### src/rtl/rf_operand_fetch.sv
// rf_operand_fetch: operand-fetch/issue stage in front of an 8x64 register file.
// Accepts decoded instructions and reads both source registers from the RF.
// Holds one issued instruction in a registered output slot toward execute.
// Tracks pending destination writes and stalls RAW/WAW hazards until writeback.
// Optional feature macro: RF_BYPASS_EN.
// - Defined: a same-cycle writeback clears the hazard, and its data is forwarded.
// - Undefined: the consumer waits until the cycle after writeback and reads the RF.
module rf_operand_fetch #(
  parameter int unsigned DW   = 64,
  parameter int unsigned AW   = 3,
  parameter int unsigned OPW  = 8,
  parameter int unsigned CNTW = 32
) (
  input  logic            clk,
  input  logic            rst,
  // decoded instruction input
  input  logic            in_valid,
  output logic            in_ready,
  input  logic [OPW-1:0]  in_op,
  input  logic [AW-1:0]   in_rs0,
  input  logic [AW-1:0]   in_rs1,
  input  logic [AW-1:0]   in_rd,
  input  logic            in_wen,
  // register file read ports
  output logic [AW-1:0]   rf_r0addr,
  output logic [AW-1:0]   rf_r1addr,
  input  logic [DW-1:0]   rf_r0data,
  input  logic [DW-1:0]   rf_r1data,
  // writeback (also drives the RF write enable)
  input  logic            wb_valid,
  input  logic [AW-1:0]   wb_addr,
  input  logic [DW-1:0]   wb_data,
  // issue toward execute
  output logic            out_valid,
  input  logic            out_ready,
  output logic [OPW-1:0]  out_op,
  output logic [DW-1:0]   out_a,
  output logic [DW-1:0]   out_b,
  output logic [AW-1:0]   out_rd,
  output logic            out_wen,
  output logic [CNTW-1:0] stall_cnt
);

  localparam int unsigned NREG = 1 << AW;

`ifdef RF_BYPASS_EN
  localparam logic CLR_OK = 1'b1;
`else
  localparam logic CLR_OK = 1'b0;
`endif

  typedef enum logic {
    ST_EMPTY = 1'b0,
    ST_FULL  = 1'b1
  } state_t;

  state_t            r_state;
  logic              r_out_valid;
  logic [OPW-1:0]    r_op;
  logic [DW-1:0]     r_a;
  logic [DW-1:0]     r_b;
  logic [AW-1:0]     r_rd;
  logic              r_wen;
  logic [NREG-1:0]   r_pending;
  logic [CNTW-1:0]   r_stall_cnt;

  logic [NREG-1:0]   w_wb_hit;
  logic [NREG-1:0]   w_eff_pend;
  logic [NREG-1:0]   w_pend_nxt;
  logic              w_hazard;
  logic              w_slot_free;
  logic              w_accept;
  logic              w_stall_inc;
  logic [DW-1:0]     w_opnd_a;
  logic [DW-1:0]     w_opnd_b;

  // RF read addresses follow the incoming sources directly
  assign rf_r0addr = in_rs0;
  assign rf_r1addr = in_rs1;

  // One-hot decode of the writeback target
  always_comb begin
    w_wb_hit = '0;
    for (int unsigned i = 0; i < NREG; i++) begin
      w_wb_hit[i] = wb_valid && (wb_addr == AW'(i));
    end
  end

  // Pending bits as seen by hazard detection; a same-cycle writeback only
  // hides its register when forwarding is available
  assign w_eff_pend = r_pending & ~(w_wb_hit & {NREG{CLR_OK}});

  assign w_hazard = w_eff_pend[in_rs0]
                  | w_eff_pend[in_rs1]
                  | (in_wen & w_eff_pend[in_rd]);

  // Output slot can take new data when empty or being drained this cycle
  assign w_slot_free = !r_out_valid || out_ready;
  assign in_ready    = w_slot_free && !w_hazard;
  assign w_accept    = in_valid && in_ready;
  assign w_stall_inc = in_valid && w_hazard;

`ifdef RF_BYPASS_EN
  // Forward writeback data over the RF value it is about to replace
  assign w_opnd_a = (wb_valid && (wb_addr == in_rs0)) ? wb_data : rf_r0data;
  assign w_opnd_b = (wb_valid && (wb_addr == in_rs1)) ? wb_data : rf_r1data;
`else
  logic w_unused_wb_data;

  assign w_opnd_a         = rf_r0data;
  assign w_opnd_b         = rf_r1data;
  // Writeback data only reaches operands through the RF in this build
  assign w_unused_wb_data = ^wb_data;
`endif

  // Issue-slot FSM with registered operand/control payload
  always_ff @(posedge clk) begin
    if (rst) begin
      r_state     <= ST_EMPTY;
      r_out_valid <= 1'b0;
      r_op        <= '0;
      r_a         <= '0;
      r_b         <= '0;
      r_rd        <= '0;
      r_wen       <= 1'b0;
    end else begin
      case (r_state)
        ST_EMPTY: begin
          if (w_accept) begin
            r_state     <= ST_FULL;
            r_out_valid <= 1'b1;
            r_op        <= in_op;
            r_a         <= w_opnd_a;
            r_b         <= w_opnd_b;
            r_rd        <= in_rd;
            r_wen       <= in_wen;
          end
        end
        ST_FULL: begin
          if (w_accept) begin
            r_state     <= ST_FULL;
            r_out_valid <= 1'b1;
            r_op        <= in_op;
            r_a         <= w_opnd_a;
            r_b         <= w_opnd_b;
            r_rd        <= in_rd;
            r_wen       <= in_wen;
          end else if (out_ready) begin
            r_state     <= ST_EMPTY;
            r_out_valid <= 1'b0;
          end
        end
        default: begin
          r_state     <= ST_EMPTY;
          r_out_valid <= 1'b0;
        end
      endcase
    end
  end

  // Scoreboard next state: writeback clears first, a new claim then wins
  always_comb begin
    w_pend_nxt = r_pending;
    if (wb_valid) begin
      w_pend_nxt[wb_addr] = 1'b0;
    end
    if (w_accept && in_wen) begin
      w_pend_nxt[in_rd] = 1'b1;
    end
  end

  // Pending-write scoreboard register
  always_ff @(posedge clk) begin
    if (rst) begin
      r_pending <= '0;
    end else begin
      r_pending <= w_pend_nxt;
    end
  end

  // Saturating count of cycles an offered instruction is held by a hazard
  always_ff @(posedge clk) begin
    if (rst) begin
      r_stall_cnt <= '0;
    end else if (w_stall_inc && (r_stall_cnt != {CNTW{1'b1}})) begin
      r_stall_cnt <= r_stall_cnt + CNTW'(1);
    end
  end

  assign out_valid = r_out_valid;
  assign out_op    = r_op;
  assign out_a     = r_a;
  assign out_b     = r_b;
  assign out_rd    = r_rd;
  assign out_wen   = r_wen;
  assign stall_cnt = r_stall_cnt;

endmodule

### config.mk
export PLATFORM = sky130hd
export DESIGN_NAME = rf_operand_fetch
export DESIGN_NICKNAME = d
export VERILOG_FILES = /design/src/rtl/rf_operand_fetch.sv
export SDC_FILE = /design/constraint.sdc
export NUM_CORES = 1
export LEC_CHECK = 0
export BUFFER_PORTS_ARGS = -buffer_cell sky130_fd_sc_hd__buf_2
export CAP_MARGIN = 20
export CORE_AREA = 3 3 156 158
export CTS_BUF_LIST = sky130_fd_sc_hd__clkbuf_16
export CTS_CLUSTER_DIAMETER = 80
export DETAILED_ROUTE_END_ITERATION = 8
export DIE_AREA = 0 0 159 161
export PLACE_DENSITY_LB_ADDON = 0.12
export SLEW_MARGIN = 5
export SYNTH_ARGS = -nofsm -noshare
export SYNTH_HDL_FRONTEND = slang
export SYNTH_SLANG_ARGS = --single-unit
### constraint.sdc
create_clock -name clk -period 2.3 [get_ports clk]
set_input_delay 0.345 -clock clk [delete_from_list [all_inputs] [get_ports clk]]
set_output_delay 0.345 -clock clk [all_outputs]
set_load 0.005 [all_outputs]
* Yosys cells after proc, flatten, opt, wreduce, memory -nomap -nowiden
Cells that the tools add are included.
** Storage, ports and cells
- Memory bits (read-only) :: 0
- Bits in latches :: 0
- Bits in registers :: 182
- Memories :: 0
- Input bits :: 218
- Memory bits (writable) :: 0
- Word-level logic and storage cells :: 62
- Output and inout port bits :: 180
** Cells by class
- Divide/modulo/power cells :: 0
- Multiplexer cells :: 25
- Shift operators :: 0
- Add/subtract/negate cells :: 1
- Multipliers :: 0
- Reductions and logical operators :: 11
- $lt $le $gt $ge :: 6
- Bitwise operators :: 7
- Equal/unequal tests :: 3
** Operators by type and width (count)
- 64-bit two-way mux :: 2
- 32-bit by 1-bit adder with 32-bit output (second input constant) :: 1
- 32-bit inequality test (second input constant) :: 1
- 8-bit two-way mux :: 3
- 3-bit by 4-bit < comparator with 1-bit output (second input constant) :: 4
- 1-bit two-way mux :: 12
- 1-bit binary-select mux with 3-bit select :: 3
- 8-bit AND :: 1
- 8-bit inverter :: 1
- 8-bit OR :: 1
- 1-bit logical AND :: 7
- 1-bit demux with 3-bit select :: 2
- 3-bit by 1-bit greater-or-equal comparator with 1-bit output (second input constant) :: 2
- 1-bit one-hot mux with 2 select lines :: 2
- 3-bit two-way mux :: 1
- 3-bit by 2-bit inequality test with 1-bit output (second input constant) :: 1
- 1-bit zero test :: 2
- 2-bit inequality test (second input constant) :: 1
- 1-bit OR :: 2
- 2-bit AND reduction :: 1
- 1-bit AND :: 1
- 1-bit logical OR :: 1
- 1-bit inverter :: 1

* Logic depth before layout (Yosys ltp)
- Word-level depth :: 9
- Mapped depth :: 10
- Depth with buffers taken out :: 7

* Least setup slack after synthesis
No wires, ideal clock.
- Kind :: register to register
- Start point :: register r_stall_cnt[0], in the netlist stall_cnt[0]
- End point :: register r_stall_cnt[24], in the netlist stall_cnt[24]
- Period minus slack after synthesis :: 2.366 ns
- Arrival :: 2.245 ns
- Library setup time :: 0.121 ns
- Stages on the path, launching flop included :: 9
- Data required time :: 2.179 ns
- Path buffers :: 1
- Path slack :: -0.066 ns
- Cell sequence :: dfxtp_1 -> ha_1 -> nand2_1 -> or4_4 -> o31ai_4 -> a21oi_1 -> buf_2 -> nand4_1 -> mux2_2
** Between the ends
- Longest elaborated chain between the ends :: 2
- Elaborated cells on any way between the ends :: 3
- Those cells by class :: 1 x add/sub; 1 x eq/ne; 1 x reduce/logical
** Ends and longest elaborated chain
- start, declared :: line 65 : logic [CNTW-1:0] r_stall_cnt;
- start signal, assigned :: line 186 : r_stall_cnt <= r_stall_cnt + CNTW'(1);
- parallel branches: the longest is 2 deep, another holds 32-bit by 1-bit adder with 32-bit output
Several ways; the timed one is not identified.
A chain may end at the register's enable or synchronous reset.

* Worst setup path after layout
- Start point :: register r_pending[6]
- End point :: output port in_ready
** Between the ends
- Longest elaborated chain between the ends :: 6
- Elaborated cells on any way between the ends :: 11
- Those cells by class :: 6 x mux; 3 x bitwise; 2 x reduce/logical
** Ends and longest elaborated chain
- start, declared :: line 64 : logic [NREG-1:0] r_pending;
- start signal, assigned :: line 177 : r_pending <= w_pend_nxt;
- 1-bit binary-select mux with 3-bit select, on equally long branches :: line 93, 94, 95
- 1-bit two-way mux, on equally long branches :: line 93, 94, 95
- 1-bit OR / 1-bit AND (equally long branches) :: line 94, 95
- 1-bit OR * :: line 95 : | (in_wen & w_eff_pend[in_rd]);
- 1-bit zero test * :: line 99 : assign in_ready = w_slot_free && !w_hazard;
- 1-bit logical AND * :: line 99
- end, declared :: line 18 : output logic in_ready,
Every way passes the cells marked *; elsewhere a longest branch is shown, timed or not. The select of a mux whose other input is x is not followed.

==> impl_metrics.env <==
export IMPL_outcome="complete, no violations"
export IMPL_chipWidth_um=159
export IMPL_hold_depth=3
export IMPL_ir_drop_uv=404.6
export IMPL_place_congestion=0.7924
export IMPL_finalCritPeriodShare_pct=96.99
export IMPL_postCtsHoldBufs=0
export IMPL_setup_tns_ps=0
export IMPL_nets=1450
export IMPL_met2WireLength_um=10810
export IMPL_pwr_share_comb_pct=13.7
export IMPL_slowest_stage="mux4_2"
export IMPL_syn_area_mm2=0.007213
export IMPL_final_cell_area_mm2=0.01022
export IMPL_powerDensity_mw_per_mm2=709.2
export IMPL_num_rows=56
export IMPL_crit_buf_inv=1
export IMPL_cts_buffers=17
export IMPL_cp_start_kind="flop"
export IMPL_ys_ff_latch=182
export IMPL_final_max_slew_viol_count=0
export IMPL_wire_per_inst_um=14.99
export IMPL_grt_pass1_vias=6642
export IMPL_synth_top_area_share_pct=50.51
export IMPL_min_from="rf_r1data[19]"
export IMPL_synthesis_nets=1101
export IMPL_postRouteAntennaNets=0
export IMPL_yosysTopAreaCell="dfxtp_1"
export IMPL_wl_um=23420
export IMPL_switching_share_pct=27.93
export IMPL_wl_met3_um=1472
export IMPL_yosys_warnings=0
export IMPL_async_reset_ff_share_pct=0
export IMPL_worstMarginPinSlew_ps=590.1
export IMPL_firstDrtPassIters=4
export IMPL_reg2reg_from="r_pending[7]"
export IMPL_core_area_mm2=0.02326
export IMPL_setup_slack_ps=69.20
export IMPL_via_count=7240
export IMPL_crit_chain="mux4_2, mux2i_2, and2_4, and3_4, buf_6"
export IMPL_path_clk_slew_ps=80
export IMPL_post_route_cells_drive_above_1_share_pct=36.66
export IMPL_whs_ps=145.5
export IMPL_cp_depth=5
export IMPL_r2r_slack_ps=70
export IMPL_ctsLongestPathBuffers=2
export IMPL_slew_headroom_pct=60.29
export IMPL_path_max_fanout=4
export IMPL_seq_area_frac_synth_pct=50.51
export IMPL_leakage_nw=4.637
export IMPL_dpl_instance_area_mm2=0.009535
export IMPL_post_route_min_period_ps=2231
export IMPL_syn2layout_area_growth_pct=41.65
export IMPL_rsz0062_at_grt="true"
export IMPL_cts_max_level=4
export IMPL_maxCapViolCount=0
export IMPL_die_y_um=161
export IMPL_crit_type="reg2out"
export IMPL_io_pins=398
export IMPL_overflow=0
export IMPL_insertion_delay_ps=430
export IMPL_synth_cell_types=49
export IMPL_maxUsedRoutingLayer="met5"
export IMPL_ys_top_cells_by_area="dfxtp_1 51%, nand2_1 15%, a21oi_1 11%, buf_4 1.7%, clkbuf_1 1.6%"
export IMPL_cts_tree="done"
export IMPL_grt_pass1_wl_um=36020
export IMPL_die_area_mm2=0.02560
export IMPL_syn_area_per_cell_um2=8.178
export IMPL_synth_most_common_cell="nand2_1"
export IMPL_synth_cells=882
export IMPL_start_util_pct=31.01
export IMPL_fin_worst_skew_ps=17.05
export IMPL_via_per_inst=4.632
export IMPL_worstSetupStartpoint="r_pending[6]"
export IMPL_ff2ff_path_depth=8
export IMPL_hp_class="in2reg"
export IMPL_io_buffers=333
export IMPL_synth_edf_count=0
export IMPL_synthFlopType="dfxtp_1"
export IMPL_dp_hpwl_um=16800
export IMPL_setup_viol_count_final=0
export IMPL_drtIter0Drc=453
export IMPL_clkPwrFrac_pct=39.3
export IMPL_cp_top_family="multiplexers"
export IMPL_gr_usage_all_layers_pct=17.28
export IMPL_cts_root_buf="clkbuf_16"
export IMPL_max_freq_ghz=0.4483
export IMPL_grt_max_degree=105
export IMPL_cp_arrival_ps=1890
export IMPL_wl_met1_um=10660
export IMPL_required_ps=1960
export IMPL_cpPeakStageDelay_ps=480
export IMPL_power_internal_w=0.005223
export IMPL_antenna_found_initial=1
export IMPL_n_antenna_cell=0
export IMPL_critPathCaptureType="output pin"
export IMPL_dp_slack_ps=-18.77
export IMPL_hold_viol=0
export IMPL_drc_errors=0
export IMPL_synth_common_cells="297 x nand2_1, 182 x dfxtp_1, 161 x a21oi_1"
export IMPL_power_frac_seq_pct=47.0
export IMPL_cts_sink_count=182
export IMPL_netSwitchingPower_w=0.002024
[power by group through the flow]
stage          logic, W  registers, W  clock network [W]
2_1_floorplan  0.000453       0.00350                  0
3_3_place_gp   0.000988       0.00347                  0
3_5_place_dp   0.000990       0.00348                  0
4_1_cts        0.000996       0.00341            0.00295
5_1_grt         0.00111       0.00343            0.00307
6_report       0.000990       0.00341            0.00285
[kinds of logic (layout without fill, tap and decap cells)]
group | Yosys count | count (layout) | synth area share (%)
buf+inv | 73 | 435 | 5.724
fa+ha+maj | 1 | 1 | 0.1734
compound gates | 211 | 211 | 16.39
xor+xnor | 6 | 6 | 0.7285
flops | 182 | 182 | 50.51
simple gates | 395 | 395 | 23.73
mux | 14 | 14 | 2.741
[layout by cell type (no fill, tap or decap), types with 4 or more instances in the layout]
master and count:
buf_2 331, nand2_1 297, dfxtp_1 176, a21oi_1 160, buf_4 47, nand3_1 18, clkbuf_16 18, nor2_1 16
buf_12 14, nand4_1 13, o21ai_0 12, or3_1 11, o31ai_1 9, inv_1 8, or4_1 7, xnor2_1 6
dfxtp_2 6, o311ai_0 5, and3_1 4, nor2b_1 4, mux2_2 4, nand2b_1 4, o211ai_1 4, mux4_2 4
clkinv_4 4
[tightest hold or removal path: cells and delay by family]
kind	cells	cell delay, ps
and+or+nand+nor	1	40
AOI/OAI and AO/OA	1	50
buffers and inverters	1	90
[state kept, by name, indices dropped and copies added, names as in the netlist]
| name | flops |
|---|---|
| out_b | 64 |
| stall_cnt | 32 |
| out_wen | 1 |
| out_a | 64 |
| out_rd | 3 |
| r_state | 1 |
| out_op | 8 |
| r_pending | 8 |
| out_valid | 1 |
[through the flow]
stage / std cells / utilization [%] / power [W]
5_1_grt: 1563 / 43.92 / 0.007605
4_1_cts: 1561 / 43.55 / 0.007357
2_1_floorplan: 882 / - / 0.003953
3_5_place_dp: 1527 / 40.99 / 0.004470
3_3_place_gp: 1527 / 40.99 / 0.004461
6_report: 1563 / 43.92 / 0.007247
[layer usage]
metal  GRT usage (%)  up-vias
met5               0        -
met3           4.514       28
li1                -     3688
met4           5.651        2
met1           22.47     3284
met2           28.14      238
[area by class of cell]
type	count	area (µm²)
Fill cell	2460	13050
Inverter	8	30.03
Tap cell	319	399.1
Sequential cell	182	3651
Multi-Input combinational cell	627	3226
Timing Repair Buffer	395	2337
Clock inverter	15	148.9
Clock buffer	17	425.4
[repair_timing]
item,4_1_cts,5_1_grt
endpoints found under the setup margin,1,141
hold endpoints to repair,0,0
buffers inserted,2,1
resized for setup,2,13
pin swaps,2,3
gates cloned,0,1
[worst paths after layout]
kind          endpoint
min          out_b[19]
max reg2reg  out_a[13]
min reg2reg  out_a[18]
max           in_ready
Power figures use the tool's default switching activity.
